### src/rtl/alu_pkg.sv
// Shared definitions for the ALU result display path: FSM states, 7-segment
// codes and the digit-count helper used to validate the DIGITS parameter.
package alu_pkg;

    typedef enum logic [1:0] {
        IDLE  = 2'd0,
        SHIFT = 2'd1,
        DONE  = 2'd2
    } conv_state_t;

    // Active-high segment patterns, bit order {g,f,e,d,c,b,a}
    localparam logic [6:0] SEG_0     = 7'h3F;
    localparam logic [6:0] SEG_1     = 7'h06;
    localparam logic [6:0] SEG_2     = 7'h5B;
    localparam logic [6:0] SEG_3     = 7'h4F;
    localparam logic [6:0] SEG_4     = 7'h66;
    localparam logic [6:0] SEG_5     = 7'h6D;
    localparam logic [6:0] SEG_6     = 7'h7D;
    localparam logic [6:0] SEG_7     = 7'h07;
    localparam logic [6:0] SEG_8     = 7'h7F;
    localparam logic [6:0] SEG_9     = 7'h6F;
    localparam logic [6:0] SEG_BLANK = 7'h00;

    // Smallest d with 10**d > 2**bits.
    function automatic int digits_needed(input int bits);
        longint lim_v;
        longint pow_v;
        int     d_v;
        lim_v = 64'sd1 <<< bits;
        pow_v = 64'sd1;
        d_v   = 0;
        for (int i = 0; i < 20; i++) begin
            if (pow_v <= lim_v) begin
                pow_v = pow_v * 64'sd10;
                d_v   = d_v + 1;
            end else begin
                pow_v = pow_v;
            end
        end
        return d_v;
    endfunction

endpackage

### src/rtl/bcd_to_seg.sv
// One BCD digit to active-high 7-segment pattern; non-decimal codes go dark.
module bcd_to_seg
    import alu_pkg::*;
(
    input  logic [3:0] digit,
    output logic [6:0] seg
);

    // Digit decode
    always_comb begin
        seg = SEG_BLANK;
        case (digit)
            4'd0:    seg = SEG_0;
            4'd1:    seg = SEG_1;
            4'd2:    seg = SEG_2;
            4'd3:    seg = SEG_3;
            4'd4:    seg = SEG_4;
            4'd5:    seg = SEG_5;
            4'd6:    seg = SEG_6;
            4'd7:    seg = SEG_7;
            4'd8:    seg = SEG_8;
            4'd9:    seg = SEG_9;
            default: seg = SEG_BLANK;
        endcase
    end

endmodule

### src/rtl/alu_result_bcd.sv
// Sequential double-dabble conversion of the ALU result to BCD plus 7-segment
// drive. Optional LEAD_ZERO_BLANK_EN blanks leading zero digits on seg only.
module alu_result_bcd
    import alu_pkg::*;
#(
    parameter int WIDTH  = 6,
    parameter int DIGITS = 4
) (
    input  logic                  clk,
    input  logic                  rst_n,
    input  logic                  start,
    input  logic [2*WIDTH-1:0]    value,
    input  logic                  ovf_in,
    output logic                  busy,
    output logic                  done,
    output logic [4*DIGITS-1:0]   bcd,
    output logic                  ovf,
    output logic [7*DIGITS-1:0]   seg
);

    localparam int VW = 2 * WIDTH;
    localparam int BW = 4 * DIGITS;
    localparam int CW = $clog2(VW + 1);

    if (DIGITS < digits_needed(VW)) begin : g_digits_check
        $error("alu_result_bcd: DIGITS too small for a %0d-bit result", VW);
    end

    conv_state_t    state_r;
    conv_state_t    next_s;
    logic [VW-1:0]  shreg_r;
    logic [BW-1:0]  scratch_r;
    logic [BW-1:0]  adj_s;
    logic [CW-1:0]  cnt_r;
    logic           ovf_q_r;
    logic           busy_r;
    logic           done_r;
    logic [BW-1:0]  bcd_r;
    logic           ovf_r;
    logic [7*DIGITS-1:0] raw_seg_s;
    logic [DIGITS-1:0]   blank_s;

    // Add-3 correction on every scratch digit of 5 or more (4-bit, carry dropped)
    always_comb begin
        adj_s = scratch_r;
        for (int i = 0; i < DIGITS; i++) begin
            if (scratch_r[4*i +: 4] >= 4'd5) begin
                adj_s[4*i +: 4] = scratch_r[4*i +: 4] + 4'd3;
            end else begin
                adj_s[4*i +: 4] = scratch_r[4*i +: 4];
            end
        end
    end

    // Next-state logic
    always_comb begin
        next_s = state_r;
        case (state_r)
            IDLE: begin
                if (start) begin
                    next_s = SHIFT;
                end else begin
                    next_s = IDLE;
                end
            end
            SHIFT: begin
                if (cnt_r == CW'(1)) begin
                    next_s = DONE;
                end else begin
                    next_s = SHIFT;
                end
            end
            DONE:    next_s = IDLE;
            default: next_s = IDLE;
        endcase
    end

    // State register and handshake flags
    always_ff @(posedge clk or negedge rst_n) begin
        if (!rst_n) begin
            state_r <= IDLE;
            busy_r  <= 1'b0;
            done_r  <= 1'b0;
        end else begin
            state_r <= next_s;
            busy_r  <= (next_s != IDLE);
            done_r  <= (state_r == DONE);
        end
    end

    // Conversion datapath and result registers
    always_ff @(posedge clk or negedge rst_n) begin
        if (!rst_n) begin
            shreg_r   <= '0;
            scratch_r <= '0;
            cnt_r     <= '0;
            ovf_q_r   <= 1'b0;
            bcd_r     <= '0;
            ovf_r     <= 1'b0;
        end else begin
            case (state_r)
                IDLE: begin
                    if (start) begin
                        shreg_r   <= value;
                        scratch_r <= '0;
                        cnt_r     <= CW'(VW);
                        ovf_q_r   <= ovf_in;
                    end else begin
                        shreg_r   <= shreg_r;
                    end
                end
                SHIFT: begin
                    {scratch_r, shreg_r} <= {adj_s[BW-2:0], shreg_r, 1'b0};
                    cnt_r                <= cnt_r - CW'(1);
                end
                DONE: begin
                    bcd_r <= scratch_r;
                    ovf_r <= ovf_q_r;
                end
                default: begin
                    shreg_r <= shreg_r;
                end
            endcase
        end
    end

    for (genvar g = 0; g < DIGITS; g++) begin : g_seg
        bcd_to_seg u_seg (
            .digit (bcd_r[4*g +: 4]),
            .seg   (raw_seg_s[7*g +: 7])
        );
    end

`ifdef LEAD_ZERO_BLANK_EN
    // Blank zero digits above the most significant nonzero digit; digit 0 always shown
    always_comb begin
        logic seen_s;
        seen_s  = 1'b0;
        blank_s = '0;
        for (int i = DIGITS - 1; i > 0; i--) begin
            if (bcd_r[4*i +: 4] != 4'd0) begin
                seen_s = 1'b1;
            end else begin
                seen_s = seen_s;
            end
            blank_s[i] = ~seen_s;
        end
    end
`else
    assign blank_s = '0;
`endif

    // Apply blanking mask to decoded segments
    always_comb begin
        seg = raw_seg_s;
        for (int i = 0; i < DIGITS; i++) begin
            if (blank_s[i]) begin
                seg[7*i +: 7] = SEG_BLANK;
            end else begin
                seg[7*i +: 7] = raw_seg_s[7*i +: 7];
            end
        end
    end

    assign busy = busy_r;
    assign done = done_r;
    assign bcd  = bcd_r;
    assign ovf  = ovf_r;

endmodule

### config.mk
export PLATFORM = sky130hd
export DESIGN_NAME = alu_result_bcd
export DESIGN_NICKNAME = d
export VERILOG_FILES = /design/src/rtl/alu_pkg.sv /design/src/rtl/bcd_to_seg.sv /design/src/rtl/alu_result_bcd.sv
export SDC_FILE = /design/constraint.sdc
export NUM_CORES = 1
export LEC_CHECK = 0
export CAP_MARGIN = 20
export CORE_MARGIN = 4
export CORE_UTILIZATION = 58
export CTS_BUF_LIST = sky130_fd_sc_hd__clkbuf_8
export DETAILED_ROUTE_END_ITERATION = 16
export PLACE_DENSITY = 0.93
export SETUP_SLACK_MARGIN = 0.3
export SLEW_MARGIN = 20
export SYNTH_ARGS = -nofsm -noshare
export SYNTH_HDL_FRONTEND = slang
export SYNTH_SLANG_ARGS = --single-unit
### constraint.sdc
create_clock -name clk -period 2.7 [get_ports clk]
set_clock_uncertainty 0.2 [all_clocks]
set_input_delay 0.405 -clock clk [delete_from_list [all_inputs] [get_ports clk]]
set_output_delay 0.405 -clock clk [all_outputs]
set_load 0.02 [all_outputs]
==> flow_summary.toml, run 1 <==
[setup_path]
max_stage_delay_ns = 0.47
critPathKind = "flop to primary output"
reg2reg_slack_ns = 0.72
arrival_ns = 1.78
worstPathCellList = "inv_2, ha_1, nor2_1, o21ai_0, o21ai_0, dlygate4sd2_1"
endpoint_kind = "primary output"
r2r_end = "bcd[1]"
crit_path_max_fanout = 7
critical-path-top-delay-family = "flip-flops"
slowest_stage = "dfrtp_2"
critical_path_buf_inv_count = 2
crit_top_cell = "o21ai_0"
worstPathRequired_ns = 2.10
r2r_cells = 5
start_kind = "flop"
r2r-start = "state_r[0]"

[route]
first_pass_iters = 4
wl_per_cell_um = 14.4
drc_errors = 0
vias_per_cell = 5.72
wl_um = 7130
route.antenna.remaining_nets = 0
drtIter0Drc = 156
vias = 2832

[power]
p_int_uw = 2620
power.switching_uw = 2430
ir_drop_mv = 0.651
switching_share = 0.481
power.density_mw_per_mm2 = 1250
static-leakage-power_uw = 0.00179
seqPwrFrac = 0.308
p_comb_frac = 0.599
power.share.clock = 0.093

[sta]
setup_ws_ns = 0.317
final_max_slew_viol_count = 0
tightestPinTransition_ns = 0.632
finalHoldViolations = 0
timing.slew.headroom = 0.579
max_freq_mhz = 420
setup-tns-final_ns = 0
rsz0062_at_grt = "true"
final-setup-viol-count = 0
period_needed_ns = 2.38
fin_crit_sh = 0.882

[placement]
io_buffers = 62
place_inst = 486
hpwl_um = 5170
dp_slack_ns = 0.242
place.gp.congestion = 0.832

[yosys]
synth-seq-cells = 54
syn-cell-area_mm2 = 0.00334
ys.flop_type = "dfrtp_1"
synth_cells = 367
ys_async_sr_fraction = 1.00
synth_area_per_cell_um2 = 9.09
synth_fp_nets = 417
yosys_warnings = 0
synth_area_leader_cell = "dfrtp_1"
synth_cell_types = 36
synth_seq_area_share = 0.405
synth_top_area_share = 0.405
synth_edf_count = 0
synth_area_leaders = "dfrtp_1 41%, ha_1 13%, o21ai_0 6.3%"

[grt]
grt_usage = 0.198
grt_pass1_vias = 2724
antenna_found_initial = 0
grt_pass1_wl_um = 12000
grt-ovfl-total = 0
grt_max_degree = 34

[finish]
seqCellArea_mm2 = 0.00136
layout-drive-gt1-share = 0.0757
multi_input_area_mm2 = 0.00174
nets = 472
n_antenna_cell = 0
stdcell_count = 495
fillers = 414
syn_to_final_growth_pct = 21.5

[clock_network]
clockBufferDepth = 2
cts.reportedPaths.clkPinSlew_ns = 0.10
root_buffer = "clkbuf_8"
htreeDepth = 2
post_cts_buffers = 0
cts_tree = "yes"
insertion_delay_ns = 0.31
cts_buffers = 5
cts.sink_count = 54

[floorplan]
fp-row-count = 27
dieArea_mm2 = 0.00703
design.core.area_mm2 = 0.00554
start_util = 0.602
boundaryPins = 63
die-width_um = 83.8
die_y_um = 83.8

[status]
status = "finished clean"

[run]
max_cap_viol_count = 0

[worst_hold_path]
hold_depth = 2
hold_class = "flop to flop"
hold_end = "ovf"
hold_path.startpoint = "ovf_q_r"
==> per-stage QoR <==
step	area, µm²	hold WS [ns]	total power, µW	util
after floorplan	3340	-0.0906	3600	-
after global placement	3990	0.247	4650	0.721
after detailed placement	3990	0.257	4800	0.721
after CTS	4070	0.296	5060	0.735
after global routing	4050	0.311	5440	0.732
final	4050	0.290	5050	0.732
==> worst reg2reg max path, stage by stage, from the launching register on <==
cell and delay, ns:
dfrtp_1 0.57, nand2b_1 0.24, buf_4 0.19, inv_1 0.44, nand2_1 0.13, o21ai_0 0.11
==> power by group through the flow <==
stage               clock network (µW)  logic (µW)  registers (µW)
floorplan                            0        2100            1500
finish                             468        3020            1560
global route                       502        3320            1610
CTS                                476        3040            1550
global placement                     0        3120            1530
detailed placement                   0        3250            1550
==> synthesized netlist by cell type, drive strengths merged (5+ instances only) <==
| cell type | number |
|---|---|
| o21a | 5 |
| a21oi | 16 |
| ha | 34 |
| buf | 6 |
| inv | 43 |
| o22ai | 18 |
| xnor2 | 7 |
| o21ai | 43 |
| nor2 | 10 |
| clkbuf | 13 |
| o2111ai | 8 |
| and2b | 5 |
| dfrtp | 54 |
| nand2b | 10 |
| nor2b | 12 |
| a22oi | 8 |
| nand2 | 37 |
==> worst max-delay path by stage <==
stage / slack (ns) / cells past startpoint / startpoint / end
final: 0.32 / 6 / bcd[5] / seg[7]
after global routing: 0.25 / 6 / bcd[5] / seg[7]
after CTS: 0.31 / 6 / bcd[13] / seg[21]
after detailed placement: 0.24 / 6 / bcd[9] / seg[17]
after global placement: 0.39 / 5 / bcd[1] / seg[3]
after floorplan: 0.59 / 3 / bcd[1] / seg[1]
==> layer usage <==
metal | part of all wire | GRT usage | vias up
met4 | 0.013 | 0.0512 | 0
met3 | 0.039 | 0.0306 | 12
met5 | 0 | 0 | -
met2 | 0.52 | 0.369 | 66
met1 | 0.43 | 0.235 | 1367
li1 | - | - | 1387
==> flip-flops by register name, summed over array words and instances (netlist names) <==
register and cells:
bcd 16, busy 1, cnt_r 4, done 1
ovf 1, ovf_q_r 1, scratch_r 16, shreg_r 12
state_r 2
==> cells in the final DEF (no fill, tap or decap), drive strengths merged, types with 12 or more instances in the layout <==
cell,n
o21ai,43
clkbuf,13
clkdlybuf4s50,33
o22ai,18
nand2,37
nor2b,12
dlygate4sd2,18
ha,34
a21oi,16
dfrtp,54
inv,45
==> area by class of cell <==
type                            count  share of cell area
Clock inverter                      2             0.00309
Clock buffer                        6              0.0204
Tap cell                           72              0.0222
Sequential cell                    54               0.335
Multi-Input combinational cell    251               0.429
Inverter                           43              0.0398
Timing Repair Buffer               67               0.150
==> repair_timing <==
action | CTS | global route
resized for setup | 35 | 22
endpoints found under the hold margin | 26 | 0
hold buffers | 1 | 0
setup endpoints to repair | 28 | 12
==> kinds of logic (layout without fill, tap and decap cells) <==
| logic type | after synthesis | after routing | share of synthesized area |
|---|---|---|---|
| fa+ha+maj | 34 | 34 | 0.128 |
| simple gates | 76 | 76 | 0.110 |
| buf+inv | 62 | 118 | 0.0754 |
| mux | 5 | 5 | 0.0154 |
| flops | 54 | 54 | 0.405 |
| xor+xnor | 7 | 7 | 0.0184 |
| compound gates | 129 | 129 | 0.249 |
(Power assumes the default switching activity.)
==> run 2, diff against run 1 <==
--- a/config.mk
+++ b/config.mk
@@ -6,7 +6,6 @@
 export NUM_CORES = 1
 export LEC_CHECK = 0
 export CAP_MARGIN = 20
-export CORE_MARGIN = 4
 export CORE_UTILIZATION = 58
 export CTS_BUF_LIST = sky130_fd_sc_hd__clkbuf_8
 export DETAILED_ROUTE_END_ITERATION = 16
==> run 2 against run 1 <==
Compared with the run above:
- worst setup slack gained 0.045 ns
- critical path depth is the same
- via count grew 1.2%
- final area shrank 0.83%
- core utilization shrank 0.61 points
- clock power shrank 4%
- clock-buffer cell count is the same
- combinational power is essentially flat
- critical endpoint is now seg[24]
==> flow_summary.toml, run 2 (synthesis gave the netlist of run 1 again) <==
[placement]
place.gp.congestion = 0.819
io_buffers = 62
place_area_mm2 = 0.00398
hpwl_um = 4890

[clock_network]
cts_tree = "yes"
cts_buffers = 5
insertion_delay_ns = 0.31
root_buffer = "clkbuf_8"
post_cts_buffers = 0
htreeDepth = 2
cts.sink_count = 54
clockBufferDepth = 2
cts.reportedPaths.clkPinSlew_ns = 0.09

[run]
max_cap_viol_count = 0

[setup_path]
r2r_end = "scratch_r[15]"
start_kind = "flop"
critPathKind = "flop to primary output"
endpoint_kind = "primary output"
reg2reg_slack_ns = 0.77
worstPathRequired_ns = 2.10
r2r_cells = 4
crit_path_max_fanout = 8
arrival_ns = 1.73
r2r-start = "state_r[1]"

[grt]
grt_util_met1 = 0.306
top_usage_layer = "met2"
grt_usage = 0.250
grt_pass1_wl_um = 12100
met2_usage = 0.444
grt-ovfl-total = 0
met3_usage = 0.0329
grt_pass1_vias = 2681
antenna_found_initial = 0
grt_max_degree = 55

[sta]
max_freq_mhz = 428
final-setup-viol-count = 0
final_max_slew_viol_count = 0
setup-tns-final_ns = 0
timing.slew.headroom = 0.560
fin_crit_sh = 0.866
tightestPinTransition_ns = 0.660
rsz0062_at_grt = "false"
finalHoldViolations = 0
period_needed_ns = 2.34

[route]
drc_errors = 0
first_pass_iters = 4
drtIter0Drc = 212
vias = 2865
wl_per_cell_um = 14.5
route.antenna.remaining_nets = 0
wl_um = 7130
vias_per_cell = 5.82

[finish]
final_cell_mix = "47 x dfrtp_1, 41 x o21ai_0, 38 x inv_1"
nets = 471
n_antenna_cell = 0
utilization = 0.726
syn_to_final_growth_pct = 20.5
fillers = 422
layout-drive-gt1-share = 0.0905
mostFrequentLayoutCell = "dfrtp_1"
design_area_mm2 = 0.00402

[worst_hold_path]
hold_class = "input port to async pin"

[power]
ir_drop_mv = 0.671
power.density_mw_per_mm2 = 1250
static-leakage-power_uw = 0.00177
power_uw = 5040

[floorplan]
die_y_um = 77.8
start_util = 0.602
design.core.area_mm2 = 0.00554
fp-row-count = 27
dieArea_mm2 = 0.00606
die-width_um = 77.8
boundaryPins = 63

[status]
status = "finished clean"
## run 2: cell count changes in the layout (fill, tap and decap cells not counted), moves of 2 or more
cell	change
dfrtp_2	+2
inv_1	-2
clkbuf_2	+2
dfrtp_1	-2
## run 2: area by class of cell
cell class | count | area (µm²) | area share
Timing Repair Buffer | 66 | 578 | 0.144
Tap cell | 72 | 90.1 | 0.0224
Sequential cell | 54 | 1360 | 0.338
Inverter | 43 | 161 | 0.0401
Multi-Input combinational cell | 251 | 1750 | 0.435
Clock buffer | 6 | 82.6 | 0.0205
## run 2: what timing repair did
action / 4_1_cts / 5_1_grt
gates resized for setup: 38 / 29
pin swaps: 0 / 0
endpoints found under the setup margin: 28 / 13
hold buffers: 0 / 0
## run 2: worst max-delay path by stage
stage | start | endpoint | slack, ns | cells past startpoint
after floorplan | bcd[1] | seg[1] | 0.59 | 3
after global placement | bcd[1] | seg[3] | 0.40 | 5
after detailed placement | bcd[1] | seg[3] | 0.29 | 5
after CTS | bcd[9] | seg[17] | 0.32 | 6
after global routing | bcd[13] | seg[24] | 0.29 | 6
final | bcd[13] | seg[24] | 0.36 | 6
## run 2: power by group
part	switching [µW]	internal (µW)
clock	251	198
sequential	414	1140
combinational	1770	1270
## run 2: metrics by stage
stage,setup slack (ns),hold slack [ns],std cells
after global routing,0.287,0.0609,492
after floorplan,0.586,-0.0906,367
after CTS,0.323,0.0382,492
after detailed placement,0.290,0.269,486
after global placement,0.397,0.244,486
final,0.363,0.00490,492
## run 2: layer usage
| metal | up-vias | wire length [µm] |
|---|---|---|
| li1 | 1379 | - |
| met1 | 1398 | 3090 |
| met2 | 80 | 3670 |
| met3 | 8 | 282 |
| met4 | 0 | 96 |
| met5 | - | 0 |
## run 2: worst max-delay path: stages (launching register included)
cell and delay (ns):
dfrtp_2 0.45, inv_2 0.09, ha_1 0.18, nor2_1 0.15, a21oi_2 0.06, o22ai_1 0.16
clkdlybuf4s15_1 0.32
==> edit 1: new RTL, config.mk and constraints of run 2 <==
Remove the register `busy_r`: a continuous assignment takes its place, so the output `busy` follows one clock earlier.
--- a/src/rtl/alu_result_bcd.sv
+++ b/src/rtl/alu_result_bcd.sv
@@ -79,14 +79,14 @@
     always_ff @(posedge clk or negedge rst_n) begin
         if (!rst_n) begin
             state_r <= IDLE;
-            busy_r  <= 1'b0;
             done_r  <= 1'b0;
         end else begin
             state_r <= next_s;
-            busy_r  <= (next_s != IDLE);
             done_r  <= (state_r == DONE);
         end
     end
+
+    assign busy_r = (next_s != IDLE);
 
     // Conversion datapath and result registers
     always_ff @(posedge clk or negedge rst_n) begin
Check against the original RTL: not equivalent (a bounded check fails within 4 cycles, from zero or initial values and one cycle with rst_n low).
==> edit 1 against run 2 <==
Sequential power fell by 4%; critical path depth did not move; wire length up 0.41%; worst setup slack gained 21 ps; non-clock buffer count grew 7; clock power up 25%; design area rose by 2.6%; synthesized cell count down 0.27%; power up 3.0%; sequential cell count down 1; synthesized area decreased by 0.75%; critical path type unchanged.
==> edit 1: results (changes against run 2) <==
Crit path largest cell delay 480 ps (+30 ps); DRT antenna net count 0 (unchanged); vias in the first global route 2,826 (+5.4%); most frequent cells after synthesis 53 x dfrtp_1, 42 x inv_1, 42 x o21ai_0; Clock transition at path regs 90 ps (about the same); Worst EP arrival 1710 ps (-20 ps); run status completed; post-route non-filler standard cell count 500 (+1.6%); largest net degree at the start of global routing 54 (-1.8%); vias per cell 5.75 (-1.3%); Worst VDD drop 0.667 mV (-0.54%); share of cells above drive strength 1 8.18% (-0.87 points); routed wire length per instance 14.3 um (-1.2%); yosys warns 0 (unchanged); later-pin clock latency in the skew report 310 ps (about the same); sequential area share after synthesis 40.1% (-0.45 points); DP Area 3990 um^2 (+0.25%); Unique masters post-synth 36 (unchanged); Syn Inst Count 366 (-0.27%); Worst Tran Pin Value 584 ps (-75.8 ps); DR pass1 iterations 5 (+1); Leak 1.81 nW (+2.3%); HP Class register to register; DRT iter0 DRCs 210 (-0.94%); Worst Hold Launch ovf_q_r; Slowest cell on crit path dfrtp_2; fin nets 477 (+1.3%); Final GP Congestion 0.820 (about the same); Synth area leaders dfrtp_1 40%, ha_1 13%, o21ai_0 6.3%; share of flip-flops with an asynchronous set or reset 100% (unchanged); Global Route Usage Sum 25.8% (+0.82 points); clock buffer count from CTS 5 (unchanged); Synth Net Count 416 (-0.24%); dpl hpwl 4960 um (+1.5%); Crit path max-delay family flip-flops; Placed Cells 488 (+0.41%); FF-to-FF Start state_r[1]; first-pass GRT wire length 12,500 um (+3.5%); Fill cells 410 (-2.8%); crit path launch bcd[1]; register area 1330 um^2 (-1.9%); antenna violations before repair 0 (unchanged)
-- edit 1: changes by cell type after synthesis --
| cell | change |
|---|---|
| dfrtp_1 | -1 |
-- edit 1: worst paths after layout --
path | end | slack (ps) | cells past startpoint
min | ovf | 280 | 2
min in group asynchronous | shreg_r[4] | 400 | 3
min reg2reg | ovf | 280 | 2
max in group asynchronous | bcd[15] | 1630 | 3
max | seg[3] | 380 | 6
max reg2reg | scratch_r[3] | 890 | 4
-- edit 1: cell families (layout without fill, tap and decap cells) --
kind of cell,after synthesis,after routing,synth area share (%)
compound gates,129,129,25.1
xor+xnor,7,7,1.85
fa+ha+maj,34,34,12.8
buf+inv,62,124,7.60
flops,53,53,40.1
mux,5,5,1.55
simple gates,76,76,11.0
-- edit 1: what timing repair did --
item | CTS | global route
hold buffers | 1 | 0
pin swaps | 0 | 0
buffers inserted | 0 | 3
resized for setup | 35 | 12
hold endpoints to repair | 53 | 0
endpoints found under the setup margin | 28 | 17
-- edit 1: where the power goes --
part / switching (mW) / total [mW] / leakage, nW / internal (mW)
clock network: 0.261 / 0.563 / 0.0574 / 0.302
logic: 1.80 / 3.14 / 1.08 / 1.34
registers: 0.376 / 1.50 / 0.680 / 1.12
total: 2.44 / 5.20 / 1.81 / 2.76
-- edit 1: layer usage --
layer,vias up,part of all wire [%],GRT usage [%],wire length [um]
met5,-,0,0,0
met4,0,1.2,9.81,89
met3,10,3.6,4.12,259
met2,87,52,45.1,3710
met1,1382,43,31.8,3110
li1,1394,-,-,-
-- edit 1: area by class of cell --
| cell class | instances | share of cell area [%] |
|---|---|---|
| multi-input combinational | 251 | 42.2 |
| sequential | 53 | 32.4 |
| timing repair buffer | 73 | 16.4 |
| inverter | 43 | 3.92 |
| tap | 72 | 2.19 |
| clock buffer | 6 | 2.00 |
| clock inverter | 2 | 0.910 |
-- edit 1: through the flow --
stage	setup slack, ps	hold slack [ps]	total power [mW]
after CTS	310	289	5.14
after floorplan	586	-90.6	3.58
final	383	282	5.20
after detailed placement	274	220	4.79
after global placement	351	219	4.64
after global routing	303	303	5.62
-- edit 1: worst min-delay path: stages (launching register included) --
cell     delay (ps)
dfrtp_1         360
nand2_1          50
nand2_1          50
==> edit 2: new RTL, settings of run 2 <==
Made on the original files. Add a define of `LEAD_ZERO_BLANK_EN`.
--- a/src/rtl/alu_result_bcd.sv
+++ b/src/rtl/alu_result_bcd.sv
@@ -1,5 +1,7 @@
 // Sequential double-dabble conversion of the ALU result to BCD plus 7-segment
 // drive. Optional LEAD_ZERO_BLANK_EN blanks leading zero digits on seg only.
+`define LEAD_ZERO_BLANK_EN
+
 module alu_result_bcd
     import alu_pkg::*;
 #(
Function: changed (a bounded check fails within 4 cycles, from zero or initial values and one cycle with rst_n low).
==> edit 2 against run 2 <==
The flow now finishes with violations (negative setup slack); highest routed layer unchanged; non-clock buffer count grew 22; design area grew 6.4%; sequential share of layout area shrank 2.1 points; worst setup slack lost 380 ps; register-to-register slack lost 80 ps; sequential cell count is the same; synthesized area shrank 0.23%; critical path type unchanged; wire length grew 8.4%.
Power is left out: the tool's default activity adds up to more than one toggle a clock period on the data nets, which glitch-free logic cannot reach.
==> edit 2: results (changes against run 2) <==
run status finished, violations left; failing checks negative setup slack; sequential area share after synthesis 40.6% (+0.091 points); Final GP Congestion 0.890 (+8.7%); setup TNS -17.8 ps (-17.8 ps); Metal-1 WL 3160 um (+2.5%); largest net degree at the start of global routing 30 (-45%); DRT iter0 DRCs 131 (-38%); Slowest cell on crit path or4b_4; crit path max fanout 5 (-3); vias per cell 5.75 (-1.3%); met3 GRT Util 4.71% (+1.4 points); final WL 7730 um (+8.4%); vias in the first global route 2,912 (+8.6%); Crit path largest cell delay 500 ps (+50 ps); pre-CTS setup slack -77.7 ps (-368 ps); antenna violations before repair 0 (unchanged); Unique masters post-synth 39 (+8.3%); Avg Cell Area, Syn 9.35 um^2 (+2.9%); DP Area 4120 um^2 (+3.5%); dpl hpwl 5540 um (+13%); fin nets 480 (+1.9%); routed wire length per instance 15.3 um (+5.4%); Synth area leaders dfrtp_1 41%, ha_1 12%, inv_1 4.3%; Layout area overhead 28.6%; hold_buf cts 1 (+1); most frequent cells after synthesis 54 x dfrtp_1, 38 x inv_1, 36 x nand2_1; first-pass GRT wire length 13,200 um (+9.7%); DR WL met3 276 um (-2.1%); met2 WL 4130 um (+12%); met2 GRT Util 49.5% (+5.0 points); share of cells above drive strength 1 18.7% (+9.6 points); buffer count from post-CTS setup fixing 3 (+3); Worst EP arrival 2110 ps (+380 ps); final worst slack -17.8 ps (-381 ps); HP Class register to register; Placed Cells 492 (+1.2%); Initial Util 60.4% (+0.23 points); GRT met1 Usage 32.6% (+1.9 points); Crit path max-delay family simple AND/OR/NAND/NOR gates; Finish-stage setup viols 1 (+1); Synth Net Count 403 (-3.4%); Resized cells post-CTS 75 (+97%)
==> edit 2: layout make-up <==
cell class	count	area share, %
well taps	72	2.11
multi-input cells	246	42.3
inverters	38	3.33
flip-flops and latches	54	31.7
clock buffers	8	2.57
repair buffers	88	18.0
==> edit 2: cells by family after synthesis <==
| family | synth area share [%] |
|---|---|
| compound gates | 20.1 |
| xor+xnor | 1.05 |
| fa+ha+maj | 11.7 |
| buf+inv | 6.54 |
| flops | 40.6 |
| mux | 6.32 |
| simple gates | 13.8 |
==> edit 2: path summary, 6_finish.rpt <==
kind	startpoint	to	slack, ps	cells after the start
max reg2reg	state_r[1]	scratch_r[3]	690	3
min	scratch_r[11]	scratch_r[11]	320	1
max	bcd[8]	seg[9]	-20	6
min in group asynchronous	rst_n	shreg_r[10]	440	2
min reg2reg	scratch_r[11]	scratch_r[11]	320	1
max in group asynchronous	rst_n	bcd[8]	1160	3
